--- src/rtl/bus_invert_decoder.sv ---
// Bus-invert receive decoder: restores in_data ^ {N{in_inv}} into a 2-entry FIFO and counts inverted transfers.
// Latency: one cycle from push into an empty FIFO to out_valid/out_data; no bypass path.
// Backpressure: in_ready drops only when both entries are held; it comes from registered state alone.
module bus_invert_decoder #(
    parameter int N_BITS   = 8,
    parameter int CNT_BITS = 16
) (
    input  logic                clk,
    input  logic                reset,
    input  logic                in_valid,
    output logic                in_ready,
    input  logic [N_BITS-1:0]   in_data,
    input  logic                in_inv,
    output logic                out_valid,
    input  logic                out_ready,
    output logic [N_BITS-1:0]   out_data,
    input  logic                clear_cnt,
    output logic [CNT_BITS-1:0] inv_count
);

    typedef enum logic [1:0] {
        EMPTY = 2'd0,
        ONE   = 2'd1,
        FULL  = 2'd2
    } state_t;

    localparam logic [CNT_BITS-1:0] CNT_MAX = '1;

    state_t            state;
    state_t            state_nxt;
    logic [N_BITS-1:0] tail_q;
    logic [N_BITS-1:0] dec_data;
    logic              push;
    logic              pop;

    assign in_ready  = (state != FULL);
    assign out_valid = (state != EMPTY);
    assign push      = in_valid & in_ready;
    assign pop       = out_valid & out_ready;
    assign dec_data  = in_data ^ {N_BITS{in_inv}};

    always_ff @(posedge clk or negedge reset) begin
        if (!reset) begin
            state <= EMPTY;
        end else begin
            state <= state_nxt;
        end
    end

    always_comb begin
        state_nxt = state;
        case (state)
            EMPTY: if (push) state_nxt = ONE;
            ONE: begin
                if (push && !pop)      state_nxt = FULL;
                else if (pop && !push) state_nxt = EMPTY;
            end
            FULL:    if (pop) state_nxt = ONE;
            default: state_nxt = EMPTY;
        endcase
    end

    // out_data is the head register; tail_q only holds the second word while FULL.
    always_ff @(posedge clk or negedge reset) begin
        if (!reset) begin
            out_data <= '0;
            tail_q   <= '0;
        end else begin
            case (state)
                EMPTY: if (push) out_data <= dec_data;
                ONE: begin
                    if (push && pop) out_data <= dec_data;
                    else if (push)   tail_q   <= dec_data;
                end
                FULL:    if (pop) out_data <= tail_q;
                default: ;
            endcase
        end
    end

    always_ff @(posedge clk or negedge reset) begin
        if (!reset) begin
            inv_count <= '0;
        end else if (clear_cnt) begin
            inv_count <= '0;
        end else if (push && in_inv && (inv_count != CNT_MAX)) begin
            inv_count <= inv_count + 1'b1;
        end
    end

endmodule

--- config.mk ---
export PLATFORM = sky130hd
export DESIGN_NAME = bus_invert_decoder
export DESIGN_NICKNAME = d
export VERILOG_FILES = /design/src/rtl/bus_invert_decoder.sv
export SDC_FILE = /design/constraint.sdc
export NUM_CORES = 1
export LEC_CHECK = 0
export CELL_PAD_IN_SITES_DETAIL_PLACEMENT = 1
export CELL_PAD_IN_SITES_GLOBAL_PLACEMENT = 2
export CORE_MARGIN = 2
export CORE_UTILIZATION = 33
export DETAILED_ROUTE_END_ITERATION = 10
export PLACE_DENSITY_LB_ADDON = 0.2
export SLEW_MARGIN = 20
export SYNTH_ARGS = -nofsm -noshare
export SYNTH_HDL_FRONTEND = slang
export SYNTH_SLANG_ARGS = --single-unit
--- constraint.sdc ---
create_clock -name clk -period 4.1 [get_ports clk]
set_clock_uncertainty 0.1 [all_clocks]
set_input_delay 0.41 -clock clk [delete_from_list [all_inputs] [get_ports clk]]
set_output_delay 0.41 -clock clk [all_outputs]
set_load 0.01 [all_outputs]
Word-level counts from Yosys, hierarchy flattened
Index checks and enable logic that the tools add are counted.
{"block": "totals", "elab_cells": 42, "romBits": 0, "n_memories": 0, "regBits": 34, "in_bits": 14, "out_inout_bits": 26, "mem_bits_rw": 0, "latchBits": 0}
{"block": "classes", "add_sub_neg": 1, "order_cmp": 0, "div_mod_pow": 0, "n_reduce_logical": 14, "n_bitwise": 4, "shift": 0, "n_mul": 0, "muxes": 11, "eq_ne": 8}
{"op": "2-to-1 mux 16 bit", "count": 2}
{"op": "2-to-1 mux 8 bit", "count": 3}
{"op": "one-hot mux 8 bit (3 select lines)", "count": 1}
{"op": "adder 16 x 1 -> 16 bit, second input constant", "count": 1}
{"op": "!= test 16 bit, second input constant", "count": 1}
{"op": "2-to-1 mux 2 bit", "count": 4}
{"op": "!= test 2 bit, second input constant", "count": 4}
{"op": "XOR 8 bit", "count": 1}
{"op": "one-hot mux 2 bit (3 select lines)", "count": 1}
{"op": "AND reduction 3 bit", "count": 2}
{"op": "logical AND 1 bit", "count": 5}
{"op": "AND reduction 4 bit", "count": 1}
{"op": "nonzero test 2 bit", "count": 2}
{"op": "!= test 3 bit, second input constant", "count": 1}
{"op": "nonzero test 3 bit", "count": 1}
{"op": "bitwise AND 1 bit", "count": 2}
{"op": "== test 2 x 1 -> 1 bit, second input constant", "count": 1}
{"op": "== test 2 bit, second input constant", "count": 1}
{"op": "zero test 1 bit", "count": 2}
{"op": "zero test 2 bit", "count": 1}
{"op": "inverter 1 bit", "count": 1}

Logic depth before layout (Yosys ltp)
{"block": "logic_depth", "word_depth": 7, "depth_mapped": 8, "ltp_nobuf": 5}

Worst setup path after synthesis
OpenSTA, ideal clock, no wires.
{"block": "synth_timing", "path_kind": "reg2reg", "startpoint": "register state[0]", "endpoint": "register state[1]", "setup_ns": 0.083, "t_required_ns": 3.917, "n_path_buf": 3, "synth_period_minus_slack_ns": 2.241, "path_stages_with_launch": 9, "arrival_ns": 2.058, "slack_ns": 1.859, "cell_sequence": "dfrtp_1 -> nand2b_1 -> buf_2 -> buf_2 -> clkbuf_1 -> and2_1 -> ha_1 -> or4bb_1 -> o21ai_0"}
{"block": "synth_between", "elab_chain_cells": 6, "word_cells_on_any_way": 17, "classes_between": "eq/ne (6); mux (2); bitwise (2); reduce/logical (7)"}
{"item": "start: declaration", "line": "29", "text": "state_t state;"}
{"item": "start signal: assignment", "line": "46", "text": "state <= state_nxt;"}
{"item": "!= test 2 bit (*)", "line": "36", "text": "assign in_ready = (state != FULL);"}
{"item": "via in_ready", "line": "11", "text": "output logic in_ready,"}
{"item": "bitwise AND 1 bit (*)", "line": "38", "text": "assign push = in_valid & in_ready;"}
{"item": "zero test 1 bit", "line": "56", "text": "else if (pop && !push) state_nxt = EMPTY;"}
{"item": "logical AND 1 bit", "line": "56"}
{"item": "!= test 3 bit (no source line)"}
{"item": "AND reduction 3 bit (no source line)"}
Mark *: on every way through the listed nets, which the timed path passes. The rest lies on a longest branch.
A chain may end at the register's enable or synchronous reset.

Final worst setup path
{"block": "layout_timing", "startpoint": "register state[0]", "endpoint": "output port in_ready"}
{"block": "layout_between", "elab_chain_cells": 1}
{"item": "!= test 2 bit", "line": "36"}
{"item": "end: declaration", "line": "11"}
Every way passes these cells.

==> run_summary.xml <==
<?xml version="1.0" encoding="UTF-8"?>
<metrics>
  <group name="placement">
    <metric name="place_worst_setup_slack" unit="ns">1.475</metric>
    <metric name="hpwlAfterDp" unit="mm">3.424</metric>
    <metric name="place.gp.congestion" unit="">0.7680</metric>
    <metric name="placement.io_buffers" unit="">39</metric>
    <metric name="dpl_cell_area" unit="sq mm">0.002394</metric>
  </group>
  <group name="critical_path">
    <metric name="r2r_startpoint" unit="">state[0]</metric>
    <metric name="critical_path.cell_chain" unit="">nand2b_1 -&gt; buf_4 -&gt; clkdlybuf4s50_1</metric>
    <metric name="worstPathMaxFanout" unit="">20</metric>
    <metric name="timing.critical_path.slowest_stage_cell" unit="">sky130_fd_sc_hd__clkdlybuf4s50_1</metric>
    <metric name="crit_path_max_incr_delay" unit="ns">0.57</metric>
    <metric name="critPathTopFamily" unit="">buffers and inverters</metric>
    <metric name="cp.buffers_inverters" unit="">2</metric>
    <metric name="worst_ep_arrival_time" unit="ns">1.87</metric>
    <metric name="worstSetupStartpointType" unit="">flop</metric>
    <metric name="critPathLaunch" unit="">state[0]</metric>
    <metric name="crit_path_end_kind" unit="">output port</metric>
    <metric name="worst-endpoint-required" unit="ns">3.59</metric>
    <metric name="criticalPathCategory" unit="">reg -&gt; out</metric>
  </group>
  <group name="final_layout">
    <metric name="final_cell_area" unit="sq mm">0.002502</metric>
    <metric name="finish.net_count" unit="">254</metric>
    <metric name="syn2layout_area_growth" unit="%">29.45</metric>
    <metric name="n_antenna_cell" unit="">0</metric>
    <metric name="ff_latch_area" unit="sq um">850.8</metric>
    <metric name="layout_commonest_cell" unit="">sky130_fd_sc_hd__clkdlybuf4s50_1</metric>
    <metric name="nFillCells" unit="">623</metric>
    <metric name="drive_above_1_share" unit="">0.1381</metric>
    <metric name="multi_input_area" unit="sq mm">0.001021</metric>
    <metric name="fin_util" unit="">0.4489</metric>
    <metric name="layout.cells.most_common_list" unit="">sky130_fd_sc_hd__clkdlybuf4s50_1, sky130_fd_sc_hd__dfrtp_1, sky130_fd_sc_hd__a21oi_1</metric>
  </group>
  <group name="run_status">
    <metric name="outcome" unit="">finished clean</metric>
  </group>
  <group name="floorplan">
    <metric name="row_count" unit="">27</metric>
    <metric name="floorplan.die.height" unit="um">80.54</metric>
    <metric name="initial_core_util" unit="">0.3468</metric>
    <metric name="dieWidth" unit="um">80.54</metric>
    <metric name="boundaryPins" unit="">40</metric>
    <metric name="core_box_area" unit="sq mm">0.005574</metric>
    <metric name="fp.dieArea" unit="sq mm">0.006486</metric>
  </group>
  <group name="power">
    <metric name="power.static_leakage" unit="nW">0.9864</metric>
    <metric name="cellPowerDensity" unit="mW/mm^2">458.2</metric>
    <metric name="max-vdd-ir-drop" unit="uV">226.2</metric>
  </group>
  <group name="synthesis">
    <metric name="yosysSeqAreaShare" unit="">0.4401</metric>
    <metric name="yosys_register_bits" unit="">34</metric>
    <metric name="synth_area_per_cell" unit="sq um">9.763</metric>
    <metric name="syn_area" unit="sq mm">0.001933</metric>
    <metric name="synth.lib_cells_used.distinct" unit="">40</metric>
    <metric name="postSynthNetCount" unit="">214</metric>
    <metric name="post_synth_inst_count" unit="">198</metric>
    <metric name="synthesis.yosys.warnings" unit="">0</metric>
  </group>
  <group name="clocking">
    <metric name="cts_tree" unit="">yes</metric>
    <metric name="clkLatencyLatePin" unit="ns">0.29</metric>
    <metric name="cts.repair_timing.setup_buffer_count" unit="">0</metric>
    <metric name="cts_max_path_buffers" unit="">2</metric>
    <metric name="numCtsBuffers" unit="">5</metric>
    <metric name="cts_resized" unit="">0</metric>
    <metric name="clk_transition_reported_paths" unit="ns">0.08</metric>
    <metric name="htree_num_levels" unit="">2</metric>
    <metric name="clkSinkCount" unit="">34</metric>
    <metric name="clk_root_buffer_cell" unit="">sky130_fd_sc_hd__clkbuf_8</metric>
    <metric name="ctsHoldBuffers" unit="">0</metric>
  </group>
  <group name="global_route">
    <metric name="grt_antenna_before_repair" unit="">0</metric>
    <metric name="first_global_vias" unit="">1754</metric>
    <metric name="track_usage" unit="">0.1634</metric>
    <metric name="grt_first_pass_wirelength" unit="mm">8.224</metric>
    <metric name="grt_remaining_overflow" unit="">0</metric>
    <metric name="grt_util_met1" unit="">0.1870</metric>
    <metric name="met2_usage" unit="">0.2908</metric>
    <metric name="grtUsageMet3" unit="">0.04944</metric>
    <metric name="grt_most_used_layer" unit="">met2</metric>
    <metric name="largest_net_degree_at_the_start_of_global_routing" unit="">35</metric>
  </group>
  <group name="timing">
    <metric name="maxSlewHeadroom" unit="">0.4417</metric>
    <metric name="final.hold.worst_slack" unit="ns">0.4305</metric>
    <metric name="timing.final.hold_violations" unit="">0</metric>
    <metric name="maxClockFrequency" unit="MHz">419.5</metric>
    <metric name="worst_slack" unit="ns">1.716</metric>
    <metric name="finalCriticalPeriod" unit="ns">2.384</metric>
    <metric name="report.final.slew_viol_count" unit="">0</metric>
    <metric name="final.period_utilization" unit="">0.5814</metric>
    <metric name="rsz0062_at_grt" unit="">no</metric>
    <metric name="tightest_slew" unit="ns">0.8348</metric>
    <metric name="setup_tns" unit="ns">0</metric>
    <metric name="setup_viol_count_final" unit="">0</metric>
  </group>
  <group name="worst_hold_path">
    <metric name="min_from" unit="">out_data[7]</metric>
    <metric name="worstHoldPathType" unit="">reg -&gt; reg</metric>
  </group>
  <group name="detailed_routing">
    <metric name="finalWirelength" unit="mm">4.692</metric>
    <metric name="post-route-drc-count" unit="">0</metric>
    <metric name="vias" unit="">1641</metric>
    <metric name="initialDrtViolationCount" unit="">44</metric>
    <metric name="route.detailed.vias_per_inst" unit="">5.277</metric>
    <metric name="route.detailed.wl_per_inst" unit="um">15.09</metric>
    <metric name="detail-route-antenna-nets" unit="">0</metric>
    <metric name="dr.pass1.iters" unit="">4</metric>
  </group>
  <group name="job">
    <metric name="drv.max_cap_violation_count" unit="">0</metric>
  </group>
</metrics>
sequential cells by signal, summed over array words and instances (netlist names):
signal     count
inv_count     16
out_data       8
state          2
tail_q         8
cell usage after synthesis (all sizes together):
| master | n | area share |
|---|---|---|
| or4b | 1 | 0.0052 |
| o41ai | 1 | 0.0045 |
| nand2 | 15 | 0.029 |
| nor2 | 24 | 0.047 |
| nand4 | 5 | 0.043 |
| mux2 | 6 | 0.035 |
| o2bb2ai | 1 | 0.0045 |
| nand2b | 4 | 0.013 |
| nor4b | 1 | 0.0078 |
| a21oi | 26 | 0.067 |
| nor2b | 7 | 0.023 |
| o21ai | 11 | 0.028 |
| or3 | 3 | 0.011 |
| nand3b | 1 | 0.0039 |
| nor3 | 1 | 0.0084 |
| and3 | 1 | 0.0032 |
| o31ai | 7 | 0.027 |
| mux2i | 1 | 0.0052 |
| or4bb | 1 | 0.0058 |
| or4 | 5 | 0.019 |
| or2 | 2 | 0.0078 |
| inv | 3 | 0.0058 |
| ha | 2 | 0.013 |
| and4 | 2 | 0.0091 |
| buf | 5 | 0.019 |
| and2 | 2 | 0.0071 |
| nor4 | 6 | 0.039 |
| xnor2 | 8 | 0.036 |
| nor4bb | 1 | 0.0052 |
| nand3 | 5 | 0.013 |
| dfrtp | 34 | 0.44 |
| o211ai | 1 | 0.0039 |
| clkbuf | 5 | 0.0097 |
logic make-up (layout without fill, tap and decap cells):
logic type / Yosys count / after routing / share of synthesized area
XOR/XNOR: 8 / 8 / 0.03625
AND/OR/NAND/NOR: 87 / 87 / 0.2997
multiplexers: 7 / 7 / 0.04013
buffers and inverters: 13 / 54 / 0.03495
adder cells (fa/ha/maj): 2 / 2 / 0.01294
flip-flops: 34 / 34 / 0.4401
AO/OA/AOI/OAI: 47 / 47 / 0.1359
metal layers:
metal	vias up	wire length (um)
met3	4	195
met4	0	29
met1	813	1998
met2	30	2469
met5	-	0
li1	794	-
through the flow:
step	instances	power (mW)
2_1_floorplan	198	0.6708
3_3_place_gp	303	0.8275
3_5_place_dp	303	0.8491
4_1_cts	311	1.168
5_1_grt	311	1.236
6_report	311	1.147
worst min-delay path: stages (launching register included):
cell	delay [ns]
sky130_fd_sc_hd__dfrtp_1	0.34
sky130_fd_sc_hd__nor2_1	0.05
sky130_fd_sc_hd__a21oi_1	0.10
path summary, 6_finish.rpt:
kind	depth (start not counted)	to	slack, ns
max	3	in_ready	1.72
min	2	out_data[7]	0.43
max reg2reg	6	state[1]	1.89
min reg2reg	2	out_data[7]	0.43
max in group asynchronous	2	tail_q[2]	3.14
min in group asynchronous	2	inv_count[2]	0.44
final cells by class:
class / instances / area share
clock buffers: 5 / 0.02750
clock inverters: 3 / 0.01600
inverters: 3 / 0.004500
multi-input cells: 151 / 0.4080
flip-flops and latches: 34 / 0.3400
well taps: 72 / 0.03600
repair buffers: 43 / 0.1680
where the power goes:
group / total (mW) / leakage [nW] / internal, mW / switching, mW
sequential: 0.478 / 0.425 / 0.423 / 0.0558
combinational: 0.357 / 0.504 / 0.184 / 0.173
clock: 0.311 / 0.0579 / 0.179 / 0.132
No activity file was read; power rests on OpenSTA's default activity.
